<file path="src/rtl/boot_pkg.sv">
// Shared types and helpers for the instruction-memory boot loader.
// Latency: none (types, constants and a pure function only).
// Backpressure: not applicable.
package boot_pkg;

    // Loader FSM states
    typedef enum logic [2:0] {
        ST_IDLE   = 3'd0,
        ST_LEN_LO = 3'd1,
        ST_DATA   = 3'd2,
        ST_CHECK  = 3'd3,
        ST_RUN    = 3'd4,
        ST_ERROR  = 3'd5
    } boot_state_t;

    // Number of length bytes at the head of a frame
    localparam int LEN_BYTES = 2;

    // Largest byte array the checksum helper can walk
    localparam int CHK_MAX_BYTES = 2048;

    typedef logic [7:0] byte_arr_t [CHK_MAX_BYTES];

    // XOR of the first n bytes of an array; a frame's CHK byte is this value
    // taken over every byte that precedes it.
    function automatic logic [7:0] xor_checksum(input byte_arr_t bytes, input int unsigned n);
        logic [7:0] acc;
        acc = 8'h00;
        for (int unsigned i = 0; i < CHK_MAX_BYTES; i++) begin
            if (i < n) acc = acc ^ bytes[i];
        end
        return acc;
    endfunction

endpackage

</file>
<file path="src/rtl/boot_byte_writer.sv">
// Registered instruction-memory byte write stage plus the payload byte counter.
// Latency: one cycle from an accepted payload byte to its mem_we pulse.
// Backpressure: none; one write per accepted byte, the caller gates wr_en.
module boot_byte_writer #(
    parameter int ADDR_W = 8,
    parameter int CNT_W  = 16
) (
    input  logic              clk,
    input  logic              rst,
    input  logic              wr_en,
    input  logic              clr,
    input  logic [7:0]        wr_byte,
    output logic              mem_we,
    output logic [ADDR_W-1:0] mem_addr,
    output logic [7:0]        mem_wdata,
    output logic [CNT_W+1:0]  count
);

    // Write strobe is a single-cycle pulse; address is the count of bytes already written
    always_ff @(posedge clk or posedge rst) begin
        if (rst) begin
            mem_we    <= 1'b0;
            mem_addr  <= '0;
            mem_wdata <= 8'h00;
            count     <= '0;
        end else begin
            mem_we <= wr_en;
            if (wr_en) begin
                mem_addr  <= count[ADDR_W-1:0];
                mem_wdata <= wr_byte;
            end
            if (clr) begin
                count <= '0;
            end else if (wr_en) begin
                count <= count + (CNT_W+2)'(1);
            end
        end
    end

endmodule

</file>
<file path="src/rtl/imem_boot_loader.sv">
// Loads a length-prefixed, XOR-checked byte frame into instruction memory, then releases core reset.
// Latency: memory write one cycle after each payload byte; RUN/ERROR visible the cycle after CHK.
// Backpressure: in_ready is high while loading and low in RUN/ERROR; reload wins over a same-cycle byte.
module imem_boot_loader
    import boot_pkg::*;
#(
    parameter int ADDR_W = 8,
    parameter int CNT_W  = 16
) (
    input  logic              clk,
    input  logic              rst,
    input  logic [7:0]        in_data,
    input  logic              in_valid,
    output logic              in_ready,
    input  logic              reload,
    output logic              mem_we,
    output logic [ADDR_W-1:0] mem_addr,
    output logic [7:0]        mem_wdata,
    output logic              core_rst,
    output logic              load_done,
    output logic              load_err
);

    // Memory capacity expressed at the width of 4*N so the size check never truncates
    localparam logic [CNT_W+1:0] MAX_BYTES = (CNT_W+2)'(1) << ADDR_W;

    boot_state_t      state;
    boot_state_t      state_nxt;
    logic             accept;
    logic             wr_en;
    logic             cnt_clr;
    logic [7:0]       acc;
    logic [7:0]       len_hi;
    logic [CNT_W-1:0] len_word;
    logic [CNT_W+1:0] total_new;
    logic [CNT_W+1:0] total;
    logic [CNT_W+1:0] count;

    assign accept    = in_valid && in_ready && !reload;
    assign len_word  = CNT_W'({len_hi, in_data});
    assign total_new = {len_word, 2'b00};
    assign wr_en     = accept && (state == ST_DATA);
    assign cnt_clr   = reload || (accept && (state == ST_LEN_LO));

    // State register
    always_ff @(posedge clk or posedge rst) begin
        if (rst) state <= ST_IDLE;
        else     state <= state_nxt;
    end

    // Next state: reload overrides everything, otherwise advance only on an accepted byte
    always_comb begin
        state_nxt = state;
        if (reload) begin
            state_nxt = ST_IDLE;
        end else if (accept) begin
            case (state)
                ST_IDLE:   state_nxt = ST_LEN_LO;
                ST_LEN_LO: begin
                    if (total_new > MAX_BYTES)   state_nxt = ST_ERROR;
                    else if (len_word == '0)     state_nxt = ST_CHECK;
                    else                         state_nxt = ST_DATA;
                end
                ST_DATA:   if (count == total - (CNT_W+2)'(1)) state_nxt = ST_CHECK;
                ST_CHECK:  state_nxt = (in_data == acc) ? ST_RUN : ST_ERROR;
                default:   state_nxt = state;
            endcase
        end
    end

    // Status outputs decoded from the current state
    always_comb begin
        in_ready  = (state == ST_IDLE) || (state == ST_LEN_LO) ||
                    (state == ST_DATA) || (state == ST_CHECK);
        core_rst  = (state != ST_RUN);
        load_done = (state == ST_RUN);
        load_err  = (state == ST_ERROR);
    end

    // Checksum accumulator, high length byte and frame byte total
    always_ff @(posedge clk or posedge rst) begin
        if (rst) begin
            acc    <= 8'h00;
            len_hi <= 8'h00;
            total  <= '0;
        end else if (reload) begin
            acc <= 8'h00;
        end else if (accept) begin
            if (state == ST_IDLE) begin
                acc    <= in_data;
                len_hi <= in_data;
            end else begin
                acc <= acc ^ in_data;
            end
            if (state == ST_LEN_LO) total <= total_new;
        end
    end

    boot_byte_writer #(
        .ADDR_W (ADDR_W),
        .CNT_W  (CNT_W)
    ) u_writer (
        .clk       (clk),
        .rst       (rst),
        .wr_en     (wr_en),
        .clr       (cnt_clr),
        .wr_byte   (in_data),
        .mem_we    (mem_we),
        .mem_addr  (mem_addr),
        .mem_wdata (mem_wdata),
        .count     (count)
    );

endmodule

</file>
<file path="config.mk">
export PLATFORM = sky130hd
export DESIGN_NAME = imem_boot_loader
export DESIGN_NICKNAME = d
export VERILOG_FILES = /design/src/rtl/boot_pkg.sv /design/src/rtl/boot_byte_writer.sv /design/src/rtl/imem_boot_loader.sv
export SDC_FILE = /design/constraint.sdc
export NUM_CORES = 1
export LEC_CHECK = 0
export ABC_AREA = 1
export CAP_MARGIN = 10
export CORE_ASPECT_RATIO = 0.9
export CORE_UTILIZATION = 50
export DETAILED_ROUTE_END_ITERATION = 10
export GPL_ROUTABILITY_DRIVEN = 0
export GPL_TIMING_DRIVEN = 0
export PLACE_DENSITY = 0.78
export SETUP_SLACK_MARGIN = 0.2
export SYNTH_ARGS = -nofsm -noshare
export SYNTH_HDL_FRONTEND = slang
export SYNTH_HIERARCHICAL = 1
export SYNTH_SLANG_ARGS = --single-unit
export TNS_END_PERCENT = 1
</file>
<file path="constraint.sdc">
create_clock -name clk -period 1.8 [get_ports clk]
set_input_delay 0.36 -clock clk [delete_from_list [all_inputs] [get_ports clk]]
set_output_delay 0.36 -clock clk [all_outputs]
set_load 0.02 [all_outputs]
</file>
# Word level (Yosys, flattened, before mapping)
# Cells that the tools add are included.
# word_totals
in_bits	12
ramBits	0
n_memories	0
rom_bits	0
latch_bits	0
ff_bits	70
output_inout_bits	21
# op_classes
div	0
magnitude_cmp	1
n_reduce_logical	17
mul	0
bitwise_logic	2
eq_ne	9
n_mux	12
n_shift	0
add_sub_neg	2
# ops
cell	count
2-to-1 mux 18 bit	2
2-to-1 mux 8 bit	3
adder 18 x 1 -> 18 bit (second input constant)	1
equality test 18 bit	1
> comparator 18 x 9 -> 1 bit (second input constant)	1
subtractor 18 x 1 -> 18 bit (second input constant)	1
zero test 16 bit	1
2-to-1 mux 3 bit	4
case mux 3 bit (4 select lines)	1
AND reduction 3 bit	3
equality test 8 bit	1
XOR 8 bit	1
equality test 3 x 2 -> 1 bit (second input constant)	2
equality test 3 bit (second input constant)	2
inequality test 3 bit (second input constant)	2
nonzero test 5 bit	1
logical AND 1 bit	4
logical OR 1 bit	4
nonzero test 2 bit	2
equality test 3 x 1 -> 1 bit (second input constant)	1
zero test 3 bit	1
2-to-1 mux 1 bit	2
zero test 1 bit	1
NOT 1 bit	1

# Longest topological paths before layout
# logic_depth
depth_word	9
ltp_mapped	14
mapped_depth_nobuf	14

# Modules after synthesis
# The synthesis kept the hierarchy.
# by_module_without_submodules
module	area_each_um2	n_inst	seq_area_each_um2	cells_each
imem_boot_loader	2327.2	1	875.8	324
boot_byte_writer	1662.8	1	875.8	206

# Least setup slack after synthesis
# No wires, ideal clock.
# synth_path
path_type	register to register
start	register state[2]
end	register u_writer.count[16]
path_buffers	1
period_less_slack_ps	1891
path_stages_with_launch	14
setup_time_ps	117
t_arrival_ps	1775
slack_ps	-91
path_cell_list	dfrtp_1 > inv_1 > nand2_1 > nor2_1 > inv_1 > nor2_1 > buf_4 > nand2_1 > nor2_1 > nand2_1 > nor2_4 > nand2_2 > nor2_1 > nor2_1
# synth_between
word_cells_on_any_way	14
cone_classes	eq/ne (3); mux (1); reduce/logical (10)
# synth_rtl
item	line_no	text
start: declaration	imem_boot_loader.sv:27	boot_state_t state;
start signal: assignment	imem_boot_loader.sv:48	else state <= state_nxt;
equality test 3 x 1 -> 1 bit or zero test 3 bit (tied branches)	imem_boot_loader.sv:73	in_ready = (state == ST_IDLE) || (state == ST_LEN_LO) ||
logical OR 1 bit (2 in a row)	imem_boot_loader.sv:73	
logical OR 1 bit *	imem_boot_loader.sv:74	(state == ST_DATA) || (state == ST_CHECK);
net in_ready	imem_boot_loader.sv:14	output logic in_ready,
logical AND 1 bit * (2 in a row)	imem_boot_loader.sv:39	assign accept = in_valid && in_ready && !reload;
logical AND 1 bit *	imem_boot_loader.sv:42	assign wr_en = accept && (state == ST_DATA);
net wr_en	imem_boot_loader.sv:30	logic wr_en;
nonzero test 2 bit (no line) *	-	
end signal: assignment	boot_byte_writer.sv:35	count <= count + (CNT_W+2)'(1);
end: declaration	boot_byte_writer.sv:16	output logic [CNT_W+1:0] count
# The timed path passes the listed nets; every way through them passes the cells marked *.
# A chain may end at the register's enable or synchronous reset.

# Worst setup path in the final report
# layout_path
start	register total[3]
end	register state[1]
# layout_between
elab_chain_len	4
# layout_lines
item	line_no	text
start: declaration	imem_boot_loader.sv:36	logic [CNT_W+1:0] total;
start signal: assignment	imem_boot_loader.sv:95	if (state == ST_LEN_LO) total <= total_new;
subtractor 18 x 1 -> 18 bit	imem_boot_loader.sv:64	ST_DATA: if (count == total - (CNT_W+2)'(1)) state_nxt = ST_CHECK;
equality test 18 bit	imem_boot_loader.sv:64	
inequality test 3 bit (no line)	-	
AND reduction 3 bit (no line)	-	
# No other way between the ends.

==> results.sh <==
export IMPL_diodes=0
export IMPL_syn_num_nets=544
export IMPL_slew_violations=0
export IMPL_root_buffer="clkbuf_8"
export IMPL_synth_warning_count=6
export IMPL_grt_max_degree=24
export IMPL_min_path_type="in2async"
export IMPL_p_leak_nw=2.39
export IMPL_placementRows=30
export IMPL_holdBufCountCts=0
export IMPL_fin_skew_ns=0.00552
export IMPL_yosysMostFrequentCell="nand2_1"
export IMPL_synth_xor_area_share_pct=4.17
export IMPL_setup_ws_ns=-0.150
export IMPL_synthSimpleGateAreaFrac_pct=36.1
export IMPL_vias=3615
export IMPL_synth_largest_area_cell="dfrtp_1"
export IMPL_grt_antenna_before_repair=0
export IMPL_drt_iter0_drc=178
export IMPL_synth_top_family_by_area="simple AND/OR/NAND/NOR gates"
export IMPL_dp_hpwl_um=7150
export IMPL_nets=599
export IMPL_worst_slew_pin_slew_ns=0.909
export IMPL_die_w_um=96.2
export IMPL_cts_tree="built"
export IMPL_drc=0
export IMPL_core_sq_um=7620
export IMPL_syn_inst=530
export IMPL_worstPathMaxFanout=4
export IMPL_setup_viol=7
export IMPL_dp_cells=660
export IMPL_max_cap_violations=0
export IMPL_io_pins=33
export IMPL_timing_final_hold_violations=0
export IMPL_avgSynthCellArea_sq_um=7.53
export IMPL_min_period_ns=1.95
export IMPL_max_freq_ghz=0.513
export IMPL_n_fill_cell=639
export IMPL_worstSetupEndpointType="register"
export IMPL_violations="negative setup slack"
export IMPL_crit_arrival_ns=2.20
export IMPL_synth_compound_area_share_pct=7.53
export IMPL_status="complete, but fails checks"
export IMPL_slew_limit_headroom_pct=39.3
export IMPL_critPathTopFamily="simple AND/OR/NAND/NOR gates"
export IMPL_wirelength_um=9930
export IMPL_slowest_stage="dfrtp_1"
export IMPL_antenna_left=0
export IMPL_grt_pass1_vias=3397
export IMPL_crit_chain="buf_6, nor2_4, nand2_4, buf_4, nand3_1, nand2_1, nor2_1, nand2_1, nor2_2, nand3_2, o21bai_4, nand2_1, nand3_1, nand2_1"
export IMPL_via_per_inst=5.27
export IMPL_synthArstFlopShare_pct=100
export IMPL_drtPass1Iterations=5
export IMPL_syn_area_sq_um=3990
export IMPL_peakVddDrop_v=0.000463
export IMPL_cts_sinks=70
export IMPL_synthMuxAreaShare_pct=0.282
export IMPL_synth_edff_count=0
export IMPL_grt_first_pass_wirelength_um=16200
export IMPL_drive_above_1_share_pct=17.3
export IMPL_power_density_nw_per_um2=933
export IMPL_grt_setup_unrepaired="true"
export IMPL_wl_per_cell_um=14.5
export IMPL_synth_common_cells="nand2_1 (168), dfrtp_1 (70), inv_1 (62)"
export IMPL_start_util_pct=52.4
export IMPL_required_ns=2.05
export IMPL_ys_seq_area_share_pct=43.9
export IMPL_synth_distinct_cells=33
export IMPL_overflow=0
export IMPL_cp_slowest_stage_delay_ns=0.42
export IMPL_ys_seq_elements=70
export IMPL_synth_area_leaders="dfrtp_1 (44%), nand2_1 (16%), inv_1 (5.8%)"
export IMPL_fin_cells=686
export IMPL_synthToLayoutAreaGrowth_pct=21.3
export IMPL_die_area_sq_um=8340
export IMPL_port_buffers=32
export IMPL_cpMostUsedCell="nand2_1"
export IMPL_post_place_ws_ns=-0.774
export IMPL_min_period_over_period_pct=108
export IMPL_cts_inserted_buffers=9
export IMPL_critPathKind="reg2reg"
export IMPL_groute_usage_overall_pct=25.9
export IMPL_startpoint_type="register"
export IMPL_clk_path_buf_depth=2
export IMPL_clk_latency_ns=0.36
export IMPL_yosys_area_top_type_share_pct=43.9
export IMPL_synth_ff_type="dfrtp_1"
export IMPL_critPathBufInv=2
export IMPL_clk_pin_slew_ns=0.08
export IMPL_fp_dieH_um=86.7
export IMPL_h_tree_depth=3
export IMPL_synth_fa_ha_area_share_pct=0.627
[routing by layer]
metal / global-route usage [%] / up-vias / routed length, um
met5: 0 / - / 0
met4: 11.0 / 0 / 260
met3: 4.91 / 25 / 547
met2: 40.2 / 111 / 4740
met1: 35.3 / 1697 / 4380
li1: - / 1782 / -
[layout by cell type, fill, tap and decap left out, types with 2 or more instances in the layout]
cell	synthesis	routed
o21ai_2	1	2
nand3_1	26	26
nor4_1	2	2
nor2_4	9	14
xor2_1	12	12
xnor2_1	7	7
clkbuf_1	6	3
nand3_4	2	2
nand3b_1	5	5
dfrtp_1	70	70
nand2_2	9	13
buf_4	2	11
nor2_2	10	12
buf_6	0	3
o21ai_1	4	5
a21oi_1	18	18
nor3_1	10	10
clkdlybuf4s50_1	0	11
inv_2	4	7
nand2_4	2	4
o21ai_0	28	26
dlygate4sd2_1	0	18
buf_2	2	3
inv_1	62	56
inv_6	0	2
clkinvlp_4	0	3
nand3_2	4	4
inv_4	0	3
clkbuf_8	0	11
nand2_1	168	162
nand4_1	7	7
nor2_1	51	44
[power by group]
group          internal, W  switching, W  total [W]
sequential         0.00176      0.000223    0.00198
clock             0.000650      0.000655    0.00131
combinational     0.000510      0.000721    0.00123
[final cells by class]
class                           instances  area, sq um  area share, %
Tap cell                               96          120           2.48
Clock inverter                          6         70.1           1.45
Timing Repair Buffer                   44          410           8.48
Buffer                                 10         77.6           1.60
Sequential cell                        70         1750           36.2
Clock buffer                           10          128           2.64
Inverter                               66          255           5.27
Multi-Input combinational cell        384         2030           41.9
[kinds of logic (layout without fill, tap and decap cells)]
family / count (synthesis) / after routing
DFF: 70 / 70
adders and majority gates: 2 / 2
and+or+nand+nor: 307 / 307
AOI/OAI and AO/OA: 55 / 55
xor gates and xnor gates: 19 / 19
buffers and inverters: 76 / 136
muxes: 1 / 1
[final timing paths]
| check | slack, ns | start | endpoint | depth (start not counted) |
|---|---|---|---|---|
| max | -0.15 | total[3] | state[1] | 14 |
| min | 0.41 | rst | acc[4] | 2 |
| max reg2reg | -0.15 | total[3] | state[1] | 14 |
| min reg2reg | 0.47 | u_writer/mem_addr[2] | u_writer/mem_addr[2] | 2 |
| max in group asynchronous | 0.67 | rst | u_writer/count[15] | 3 |
| min in group clk | 0.47 | u_writer/mem_addr[2] | u_writer/mem_addr[2] | 2 |
[sequential cells by signal (all words and copies together) (netlist names)]
| signal | count |
|---|---|
| u_writer/count | 18 |
| u_writer/mem_addr | 8 |
| acc | 8 |
| total | 16 |
| state | 3 |
| u_writer/mem_wdata | 8 |
| len_hi | 8 |
| u_writer/mem_we | 1 |
[per-stage QoR]
step | util, % | power [W] | area (sq um) | hold slack [ns] | setup TNS, ns
finish | 63.5 | 0.00452 | 4840 | 0.406 | -0.435
global route | 63.5 | 0.00475 | 4840 | 0.473 | -2.11
CTS | 62.5 | 0.00441 | 4760 | 0.416 | -0.179
detailed placement | 59.2 | 0.00310 | 4510 | 0.458 | -17.39
global placement | 58.7 | 0.00304 | 4470 | 0.454 | -25.20
floorplan | - | 0.00282 | 4030 | 0.472 | 0
[what timing repair did]
item	CTS	global route
cloned	0	0
pin swaps	11	10
setup endpoints to repair	58	63
buffers inserted	5	5
resized for setup	52	13
Power figures use the tool's default switching activity.
